[config.mk]
export PLATFORM = sky130hd
export DESIGN_NAME = ps2_host_writer_flat
export DESIGN_NICKNAME = d
export VERILOG_FILES = /design/src/rtl/ps2_host_writer_pkg.sv /design/src/rtl/ps2_host_writer_if.sv /design/src/rtl/ps2_host_writer_line_sync.sv /design/src/rtl/ps2_host_writer.sv /design/src/flat_wrapper.sv
export SDC_FILE = /design/constraint.sdc
export NUM_CORES = 1
export LEC_CHECK = 0
export BUFFER_PORTS_ARGS = -buffer_cell sky130_fd_sc_hd__buf_2
export CAP_MARGIN = 20
export CORE_MARGIN = 2
export CORE_UTILIZATION = 50
export CTS_BUF_LIST = sky130_fd_sc_hd__clkbuf_4
export DETAILED_ROUTE_END_ITERATION = 6
export GPL_TIMING_DRIVEN = 0
export PLACE_DENSITY = 0.81
export SLEW_MARGIN = 30
export SYNTH_ARGS = -nofsm -noshare
export SYNTH_HDL_FRONTEND = slang
export SYNTH_SLANG_ARGS = --single-unit
[constraint.sdc]
create_clock -name clk -period 1.9 [get_ports clk]
set_input_delay 0.475 -clock clk [delete_from_list [all_inputs] [get_ports clk]]
set_output_delay 0.475 -clock clk [all_outputs]
set_load 0.005 [all_outputs]
[src/rtl/ps2_host_writer_pkg.sv]
// Shared definitions for the PS/2 host-to-device transmitter:
// state encoding, frame length, parity helper and default cycle constants.
// The optional watchdog is selected with the PS2_TX_TIMEOUT_EN macro.
package ps2_host_writer_pkg;

    typedef enum logic [2:0] {
        ST_IDLE      = 3'd0,
        ST_INHIBIT   = 3'd1,
        ST_REQ       = 3'd2,
        ST_SEND      = 3'd3,
        ST_ACK       = 3'd4,
        ST_WAIT_IDLE = 3'd5,
        ST_DONE      = 3'd6
    } ps2_tx_state_t;

    // start + 8 data + parity + stop
    localparam int FRAME_LEN              = 11;
    // 100 us and 15 ms at a 50 MHz system clock
    localparam int DEFAULT_INHIBIT_CYCLES = 5000;
    localparam int DEFAULT_TIMEOUT_CYCLES = 750000;

    // Odd parity: data plus parity bit always carries an odd number of ones.
    function automatic logic odd_parity(input logic [7:0] data);
        return ~^data;
    endfunction

endpackage

[src/rtl/ps2_host_writer_if.sv]
// CPU-side command interface of the PS/2 host writer.
//
// Handshake: the master raises txStart for one cycle with txData valid; the
// request is accepted only when busy is low in that cycle, otherwise it is
// dropped. busy/txActive rise the cycle after acceptance and stay high until
// the cycle after done. done pulses once per accepted request; ackOk and
// timeoutErr are valid with done and hold until the next accepted request.
interface ps2_host_writer_if;

    logic [7:0] txData;
    logic       txStart;
    logic       busy;
    logic       txActive;
    logic       done;
    logic       ackOk;
    logic       timeoutErr;

    modport master (
        output txData, txStart,
        input  busy, txActive, done, ackOk, timeoutErr
    );

    modport slave (
        input  txData, txStart,
        output busy, txActive, done, ackOk, timeoutErr
    );

endinterface

[src/rtl/ps2_host_writer_line_sync.sv]
// Two-flop synchronizer for the raw PS/2 CLK and DATA lines plus a
// one-cycle strobe on each synchronized CLK falling edge. Lines idle high,
// so the flops reset to 1 to avoid a false edge after reset.
module ps2_line_sync (
    input  logic clk,
    input  logic rst,
    input  logic ps2ClkIn,
    input  logic ps2DataIn,
    output logic clk_sync,
    output logic data_sync,
    output logic clk_fall
);

    logic clk_meta_q,  clk_meta_d;
    logic clk_sync_q,  clk_sync_d;
    logic clk_prev_q,  clk_prev_d;
    logic data_meta_q, data_meta_d;
    logic data_sync_q, data_sync_d;

    // Shift each line one stage per cycle through the synchronizer chain.
    always_comb begin
        clk_meta_d  = ps2ClkIn;
        clk_sync_d  = clk_meta_q;
        clk_prev_d  = clk_sync_q;
        data_meta_d = ps2DataIn;
        data_sync_d = data_meta_q;
    end

    // Synchronizer registers, released-line level on reset.
    always_ff @(posedge clk) begin
        if (rst) begin
            clk_meta_q  <= 1'b1;
            clk_sync_q  <= 1'b1;
            clk_prev_q  <= 1'b1;
            data_meta_q <= 1'b1;
            data_sync_q <= 1'b1;
        end else begin
            clk_meta_q  <= clk_meta_d;
            clk_sync_q  <= clk_sync_d;
            clk_prev_q  <= clk_prev_d;
            data_meta_q <= data_meta_d;
            data_sync_q <= data_sync_d;
        end
    end

    assign clk_sync  = clk_sync_q;
    assign data_sync = data_sync_q;
    assign clk_fall  = clk_prev_q & ~clk_sync_q;

endmodule

[src/rtl/ps2_host_writer.sv]
// PS/2 host-to-device transmitter: request-to-send, odd-parity framing,
// device-clocked bit shifting and acknowledge check. Open-drain control is
// exported as "drive low" flags; the top level owns the tristates.
// Optional watchdog: define PS2_TX_TIMEOUT_EN.
module ps2_host_writer
    import ps2_host_writer_pkg::*;
#(
    parameter int INHIBIT_CYCLES = DEFAULT_INHIBIT_CYCLES
`ifdef PS2_TX_TIMEOUT_EN
    , parameter int TIMEOUT_CYCLES = DEFAULT_TIMEOUT_CYCLES
`endif
) (
    input  logic                   clk,
    input  logic                   rst,
    input  logic                   ps2ClkIn,
    input  logic                   ps2DataIn,
    output logic                   ps2ClkLow,
    output logic                   ps2DataLow,
    ps2_host_writer_if.slave       tx,
    output ps2_tx_state_t          state_dbg
);

    localparam int INH_W = (INHIBIT_CYCLES > 1) ? $clog2(INHIBIT_CYCLES) : 1;

    logic clk_sync, data_sync, clk_fall;

    ps2_line_sync u_sync (
        .clk       (clk),
        .rst       (rst),
        .ps2ClkIn  (ps2ClkIn),
        .ps2DataIn (ps2DataIn),
        .clk_sync  (clk_sync),
        .data_sync (data_sync),
        .clk_fall  (clk_fall)
    );

    ps2_tx_state_t    state_q, state_d;
    logic [INH_W-1:0] inh_cnt_q, inh_cnt_d;
    // Remaining bits after the start bit: data[0..7], parity, stop (LSB first).
    logic [9:0]       frame_q, frame_d;
    // Index of the frame bit presented on the next falling edge (1..10).
    logic [3:0]       bit_idx_q, bit_idx_d;
    logic             data_low_q, data_low_d;
    logic             ack_ok_q, ack_ok_d;
`ifdef PS2_TX_TIMEOUT_EN
    localparam int WD_W = $clog2(TIMEOUT_CYCLES + 1);
    logic [WD_W-1:0]  wd_cnt_q, wd_cnt_d;
    logic             timeout_q, timeout_d;
`endif

    // Next-state and datapath: transfer sequencing driven by the device clock.
    always_comb begin
        state_d    = state_q;
        inh_cnt_d  = inh_cnt_q;
        frame_d    = frame_q;
        bit_idx_d  = bit_idx_q;
        data_low_d = data_low_q;
        ack_ok_d   = ack_ok_q;
`ifdef PS2_TX_TIMEOUT_EN
        wd_cnt_d   = wd_cnt_q;
        timeout_d  = timeout_q;
`endif
        case (state_q)
            ST_IDLE: begin
                data_low_d = 1'b0;
                if (tx.txStart) begin
                    frame_d   = {1'b1, odd_parity(tx.txData), tx.txData};
                    inh_cnt_d = '0;
                    ack_ok_d  = 1'b0;
`ifdef PS2_TX_TIMEOUT_EN
                    timeout_d = 1'b0;
`endif
                    state_d   = ST_INHIBIT;
                end
            end
            ST_INHIBIT: begin
                inh_cnt_d = inh_cnt_q + 1'b1;
                if (inh_cnt_q == INH_W'(INHIBIT_CYCLES - 1)) begin
                    // Start bit goes out while CLK is still held for one cycle.
                    data_low_d = 1'b1;
                    state_d    = ST_REQ;
                end
            end
            ST_REQ: begin
                bit_idx_d = 4'd1;
`ifdef PS2_TX_TIMEOUT_EN
                wd_cnt_d  = '0;
`endif
                state_d   = ST_SEND;
            end
            ST_SEND: begin
                if (clk_fall) begin
                    data_low_d = ~frame_q[0];
                    frame_d    = {1'b0, frame_q[9:1]};
                    if (bit_idx_q == 4'd10) begin
                        state_d = ST_ACK;
                    end else begin
                        bit_idx_d = bit_idx_q + 4'd1;
                    end
                end
            end
            ST_ACK: begin
                if (clk_fall) begin
                    ack_ok_d = ~data_sync;
                    state_d  = ST_WAIT_IDLE;
                end
            end
            ST_WAIT_IDLE: begin
                if (clk_sync && data_sync) begin
                    state_d = ST_DONE;
                end
            end
            ST_DONE: begin
                state_d = ST_IDLE;
            end
            default: begin
                data_low_d = 1'b0;
                state_d    = ST_IDLE;
            end
        endcase
`ifdef PS2_TX_TIMEOUT_EN
        // The watchdog overrides whatever the device is doing on this cycle.
        if (state_q == ST_SEND || state_q == ST_ACK || state_q == ST_WAIT_IDLE) begin
            wd_cnt_d = wd_cnt_q + 1'b1;
            if (wd_cnt_q == WD_W'(TIMEOUT_CYCLES - 1)) begin
                data_low_d = 1'b0;
                ack_ok_d   = 1'b0;
                timeout_d  = 1'b1;
                state_d    = ST_DONE;
            end
        end
`endif
    end

    // State and datapath registers; reset releases both lines at once.
    always_ff @(posedge clk) begin
        if (rst) begin
            state_q    <= ST_IDLE;
            inh_cnt_q  <= '0;
            frame_q    <= '0;
            bit_idx_q  <= '0;
            data_low_q <= 1'b0;
            ack_ok_q   <= 1'b0;
`ifdef PS2_TX_TIMEOUT_EN
            wd_cnt_q   <= '0;
            timeout_q  <= 1'b0;
`endif
        end else begin
            state_q    <= state_d;
            inh_cnt_q  <= inh_cnt_d;
            frame_q    <= frame_d;
            bit_idx_q  <= bit_idx_d;
            data_low_q <= data_low_d;
            ack_ok_q   <= ack_ok_d;
`ifdef PS2_TX_TIMEOUT_EN
            wd_cnt_q   <= wd_cnt_d;
            timeout_q  <= timeout_d;
`endif
        end
    end

    assign ps2ClkLow   = (state_q == ST_INHIBIT) || (state_q == ST_REQ);
    assign ps2DataLow  = data_low_q;
    assign tx.busy     = (state_q != ST_IDLE);
    assign tx.txActive = (state_q != ST_IDLE);
    assign tx.done     = (state_q == ST_DONE);
    assign tx.ackOk    = ack_ok_q;
`ifdef PS2_TX_TIMEOUT_EN
    assign tx.timeoutErr = timeout_q;
`else
    assign tx.timeoutErr = 1'b0;
`endif
    assign state_dbg   = state_q;

endmodule

[src/flat_wrapper.sv]
// flat-port wrapper written by rule: the top's interface ports become plain ports
module ps2_host_writer_flat import ps2_host_writer_pkg::*;
#(
    parameter int INHIBIT_CYCLES = DEFAULT_INHIBIT_CYCLES

)
  (clk, rst, ps2ClkIn, ps2DataIn, ps2ClkLow, ps2DataLow, state_dbg, tx_txData, tx_txStart, tx_busy, tx_txActive, tx_done, tx_ackOk, tx_timeoutErr);
  ps2_host_writer_if tx_i ();
  input  logic clk;
  input  logic rst;
  input  logic ps2ClkIn;
  input  logic ps2DataIn;
  output logic ps2ClkLow;
  output logic ps2DataLow;
  output ps2_tx_state_t state_dbg;
  input wire logic [$bits(tx_i.txData)-1:0] tx_txData;
  input wire logic [$bits(tx_i.txStart)-1:0] tx_txStart;
  output wire logic [$bits(tx_i.busy)-1:0] tx_busy;
  output wire logic [$bits(tx_i.txActive)-1:0] tx_txActive;
  output wire logic [$bits(tx_i.done)-1:0] tx_done;
  output wire logic [$bits(tx_i.ackOk)-1:0] tx_ackOk;
  output wire logic [$bits(tx_i.timeoutErr)-1:0] tx_timeoutErr;
  assign tx_i.txData = tx_txData;
  assign tx_i.txStart = tx_txStart;
  assign tx_busy = tx_i.busy;
  assign tx_txActive = tx_i.txActive;
  assign tx_done = tx_i.done;
  assign tx_ackOk = tx_i.ackOk;
  assign tx_timeoutErr = tx_i.timeoutErr;
  ps2_host_writer #(.INHIBIT_CYCLES(INHIBIT_CYCLES)) u_core (.clk(clk), .rst(rst), .ps2ClkIn(ps2ClkIn), .ps2DataIn(ps2DataIn), .ps2ClkLow(ps2ClkLow), .ps2DataLow(ps2DataLow), .tx(tx_i), .state_dbg(state_dbg));
endmodule
======== Word level (Yosys, flattened, before mapping) ========
Index checks and enable logic that the tools add are counted.
word-level totals
  logic and storage cells ................. 70
  input bits .............................. 13
  memory bits (writable) .................. 0
  latch bits .............................. 0
  memory bits (read-only) ................. 0
  register bits after elaboration ......... 37
  output and inout port bits .............. 10
  memories ................................ 0
cells by class
  reductions and logical operators ........ 16
  bitwise gates (word level) .............. 5
  divide/modulo/power cells ............... 0
  $add $sub $neg .......................... 2
  shift operators ......................... 0
  equality and inequality tests ........... 15
  mux-type cells .......................... 21
  order comparisons ....................... 0
  multiply operators ...................... 0
operators with widths
  operator                                                                count
  13-bit case mux with 2 select lines                                     1
  10-bit 2-to-1 mux                                                       2
  10-bit case mux with 2 select lines                                     1
  3-bit 2-to-1 mux                                                        6
  3-bit case mux with 6 select lines                                      1
  13-bit by 1-bit adder with 13-bit output (second input constant)        1
  13-bit equality test (second input constant)                            1
  13-bit 2-to-1 mux                                                       1
  3-bit AND reduction                                                     4
  2-bit by 1-bit != test with 1-bit output (second input constant)        5
  3-bit equality test (second input constant)                             3
  4-bit 2-to-1 mux                                                        2
  4-bit case mux with 2 select lines                                      1
  2-bit nonzero test                                                      4
  8-bit XNOR reduction                                                    1
  3-bit by 2-bit equality test with 1-bit output (second input constant)  2
  6-bit AND reduction                                                     1
  4-bit by 1-bit adder with 4-bit output (second input constant)          1
  4-bit equality test (second input constant)                             1
  1-bit 2-to-1 mux                                                        4
  2-bit != test (second input constant)                                   2
  1-bit NOT                                                               4
  4-bit OR reduction                                                      1
  3-bit by 1-bit equality test with 1-bit output (second input constant)  1
  other kinds (8)                                                         8

======== Depth between registers and ports, before layout ========
  depth in word-level cells ............... 4
  gate-level depth with buffers ........... 6
  depth with buffers taken out ............ 6

======== Cells and area by module ========
A second synthesis with hierarchy kept.
second synthesis, totals
  cells, all modules ...................... 229
  area, all modules ....................... 1894.3 um^2
by module, submodules not included
  module           instances  cells an instance  sequential area each (um^2)  area each (um^2)
  ps2_host_writer  1          218                640.6                        1756.7
  ps2_line_sync    1          11                 100.1                        137.6

======== Worst setup path before layout ========
No wires, ideal clock.
  path type ............................... register to register
  start ................................... register u_core.state_q[0], in the netlist u_core.state_dbg[0]
  end ..................................... register u_core.inh_cnt_q[11]
  clock period less this slack ............ 1.748 ns
  arrival ................................. 1.677 ns
  library setup time ...................... 0.071 ns
  buffers on the path ..................... 1
  slack ................................... 0.152 ns
  required time ........................... 1.829 ns
  stages on the path, launching flop included .. 6
  cells stage by stage .................... dfxtp_1 -> buf_4 -> or3b_1 -> or3_1 -> or3_1 -> a21oi_1
between the ends
  cells in the longest elaborated chain, start to end .. 3
  elaborated cells between the ends (all ways) .. 6
  classes of those cells .................. eq/ne (2); mux (1); reduce/logical (3)
RTL lines
  element                                                                                     line                    text
  from (decl)                                                                                 ps2_host_writer.sv:37   ps2_tx_state_t state_q, state_d;
  from (signal assigned)                                                                      ps2_host_writer.sv:149  state_q <= state_d;
  3-bit by 1-bit equality test with 1-bit output / 3-bit logical NOT (equally long branches)  ps2_host_writer.sv:63   case (state_q)
  2-bit nonzero test (no line) / 2-bit != test (equally long branches)                        -
  2-bit AND reduction (no line)                                                               -
  to (signal assigned)                                                                        ps2_host_writer.sv:150  inh_cnt_q <= inh_cnt_d;
  to (decl)                                                                                   ps2_host_writer.sv:38   logic [INH_W-1:0] inh_cnt_q, inh_cnt_d;
Parallel ways exist; a longest one is shown, timed or not.
A chain may end at the register's enable or synchronous reset.

======== Worst setup path in the final report ========
  start ................................... register u_core.state_q[1], in the netlist u_core.state_dbg[1]
  end ..................................... register u_core.inh_cnt_q[11]
The elaborated chain is that of the path after synthesis.

==> impl_metrics.py <==
metrics = {
    "logic_synthesis": {
        "synth_largest_area_cell": "dfxtp_1",
        "synth.avg_cell_area_um2": 8.52,
        "synth-seq-cells": 37,
        "synthTopCellsByArea": "dfxtp_1 (38%), mux2i_1 (5.6%), a21oi_1 (4.9%)",
        "synth_cell_types": 49,
        "syn_nets": 245,
        "yosys_most_used_dff": "dfxtp_1",
        "synth_top_cell_area_share_pct": 37.9,
        "ys_seq_area_share_pct": 37.9,
        "async_flop_share_pct": 0,
        "yosysWarnings": 0,
        "syn_area_um2": 1950,
        "synth_enable_flop_cells": 0,
        "synthCells": 229,
    },
    "finish": {
        "layout-drive-gt1-share_pct": 25.5,
        "most-common-layout-cells": "dfxtp_1 (34), nor2_1 (23), buf_2 (21)",
        "layout_commonest_cell": "dfxtp_1",
        "antenna-diode-count": 0,
        "area_growth_pct": 18.8,
        "layout.nets": 278,
        "fill_cells": 346,
        "multi_input_area_um2": 1150,
        "seqCellArea_um2": 749,
        "finalInstanceArea_um2": 2320,
    },
    "floorplan": {
        "dieArea_um2": 4420,
        "chipHeight_um": 66.5,
        "ioPinCount": 23,
        "core_um2": 3720,
        "die-width_um": 66.5,
        "initial_core_util_pct": 52.5,
        "rows": 22,
    },
    "min_path": {
        "hold_path_startpoint": "ps2DataIn",
        "whs_path_depth": 2,
        "holdCritPathClass": "in -> reg",
        "hold_path_end": "u_core.u_sync.data_meta_q",
    },
    "critical_path": {
        "critPathRequiredTime_ns": 2.18,
        "crit_family": "simple AND/OR/NAND/NOR gates",
        "cp_max_fo": 6,
        "slowest_delay_ns": 0.40,
        "crit_path_start_kind": "register",
        "path_class": "reg -> reg",
        "r2r_cells": 5,
        "regToRegSetupSlack_ns": 0.06,
        "end_kind": "register",
        "critical_path.startpoint": "u_core.state_dbg[1]",
        "arrival_ns": 2.12,
        "path_buf_inv": 1,
        "path_cells": "buf_4 > or3b_4 > or3_4 > or3_1 > a21oi_1",
        "rr_endpoint": "u_core.inh_cnt_q[11]",
        "crit_path_top_delay_cell": "or3_4",
        "r2r_start": "u_core.state_dbg[1]",
    },
    "run_status": {
        "status": "completed",
    },
    "sta": {
        "worst_pin_slew_ns": 0.600,
        "fin_crit_ns": 1.84,
        "setup_violations": 0,
        "max_freq_ghz": 0.543,
        "slew_viol_final": 0,
        "fin_tns_setup_ns": 0,
        "relSlewSlack_pct": 59.8,
        "finalHoldViolations": 0,
        "grt_setup_unrepaired": "no",
        "fin_skew_ns": 0.00504,
        "fin_crit_sh_pct": 96.9,
    },
    "grt": {
        "grt_max_degree": 13,
        "grt-ovfl-total": 0,
        "grt_pass1_vias": 1597,
        "grt_pass1_wl_mm": 7.18,
        "grt_util_all_layers_pct": 21.6,
        "grt_antenna_before_repair": 0,
    },
    "power": {
        "p_int_mw": 1.37,
        "p_sw_mw": 0.595,
        "vdd_drop_max_uv": 514,
        "total_power_mw": 1.96,
        "power_density_nw_per_um2": 846,
        "combPwrFrac_pct": 27.5,
        "seqPwrFrac_pct": 45.0,
        "p_leak_nw": 0.909,
        "switching_share_pct": 30.3,
        "p_clk_share_pct": 27.5,
    },
    "drt": {
        "drt_pass1_iterations": 4,
        "drc": 0,
        "drt_iter0_drc": 106,
        "routedWlPerCell_um": 14.0,
        "via_per_inst": 5.73,
        "totalWireLength_mm": 4.36,
        "num_vias": 1782,
        "antenna_left": 0,
    },
    "clock_network": {
        "h-tree-depth": 2,
        "cts_sinks": 37,
        "worstSkewPairLatency_ns": 0.35,
        "numCtsBuffers": 5,
        "cts_root_buf": "clkbuf_4",
        "clockBufferDepth": 2,
        "clk_pin_slew_ns": 0.11,
        "cts_tree": "yes",
    },
    "flow_run": {
        "drv_cap": 0,
    },
    "placement": {
        "io_buffers": 21,
        "gp_congestion": 0.870,
        "hpwl_mm": 2.89,
        "place_area_um2": 2120,
    },
}
-- metal layers --
layer | wire (um) | vias up | global-route usage (%) | part of all wire (%)
met5 | 0 | - | 0 | 0
met4 | 71 | 0 | 8.67 | 1.6
met3 | 182 | 8 | 5.07 | 4.2
met2 | 2060 | 43 | 34.5 | 47
met1 | 2040 | 835 | 28.0 | 47
li1 | - | 896 | - | -
-- cells by family (layout without fill, tap and decap cells) --
group	after synthesis	count (layout)	synth area share, %
adders and majority gates	3	3	1.92
other	1	1	0.192
AOI/OAI and AO/OA	58	58	19.6
and+or+nand+nor	87	87	25.3
muxes	12	12	6.22
xor gates and xnor gates	8	8	3.59
buffers and inverters	23	57	5.26
DFF	37	37	37.9
-- worst reg2reg max path, delay by kind of cell, from the launching register on --
family | cells | cell delay [ns]
AND/OR/NAND/NOR | 3 | 1.13
flip-flops | 1 | 0.37
buffers and inverters | 1 | 0.15
AO/OA/AOI/OAI | 1 | 0.13
-- what timing repair did --
action,in CTS,in global routing
endpoints found under the setup margin,4,15
hold endpoints to repair,0,0
pin swaps,1,1
setup buffers,8,0
hold buffers,0,0
gates resized for setup,15,14
gates cloned,0,0
-- worst max-delay path by stage --
stage	to	cells past startpoint
global placement	u_core.frame_q[6]	6
detailed placement	u_core.frame_q[6]	6
CTS	u_core.inh_cnt_q[11]	5
global route	ps2ClkLow	5
finish	u_core.inh_cnt_q[11]	5
floorplan	u_core.inh_cnt_q[11]	5
-- power groups by stage --
stage	sequential [mW]	clock, mW	combinational (mW)
finish	0.883	0.539	0.540
global route	0.889	0.581	0.604
CTS	0.880	0.552	0.507
detailed placement	0.889	0	0.464
global placement	0.887	0	0.456
floorplan	0.884	0	0.339
-- through the flow --
step	std cells	util [%]	hold slack, ns	worst slack, ns
finish	311	62.4	0.299	0.0594
global route	311	62.4	0.287	0.00222
CTS	311	61.4	0.288	0.0225
detailed placement	298	57.0	0.398	-0.0144
global placement	298	57.0	0.392	0.00148
floorplan	229	-	0.389	0.152
-- synthesized netlist by cell type, drive strengths merged, types with 3 or more instances --
master and instances:
nand4 4, or2 5, nor3b 3, nand3 8, xnor2 7, a311oi 4
o21ai 10, dfxtp 37, inv 4, nand2 9, or3 5, clkbuf 14
nand2b 5, nor2 24, a21oi 19, nor2b 3, and2 3, mux2i 11
a211oi 10, nand3b 5, buf 5, or4b 3, ha 3
-- flip-flops by register name (all words and copies together), names as in the netlist --
signal / flops
u_core.inh_cnt_q: 13
u_core.frame_q: 10
u_core.bit_idx_q: 4
u_core.state_dbg: 3
u_core.ps2DataLow: 1
u_core.tx.ackOk: 1
u_core.u_sync.clk_meta_q: 1
u_core.u_sync.clk_prev_q: 1
u_core.u_sync.clk_sync: 1
u_core.u_sync.data_meta_q: 1
u_core.u_sync.data_sync: 1
-- final cells by class --
class / count / share of cell area, %
repair buffers: 29 / 7.12
inverters: 4 / 0.647
flip-flops and latches: 37 / 32.3
well taps: 48 / 2.59
multi-input cells: 169 / 49.4
plain buffers: 16 / 4.53
clock buffers: 5 / 1.62
clock inverters: 3 / 1.78
No activity file was read; power rests on OpenSTA's default activity.
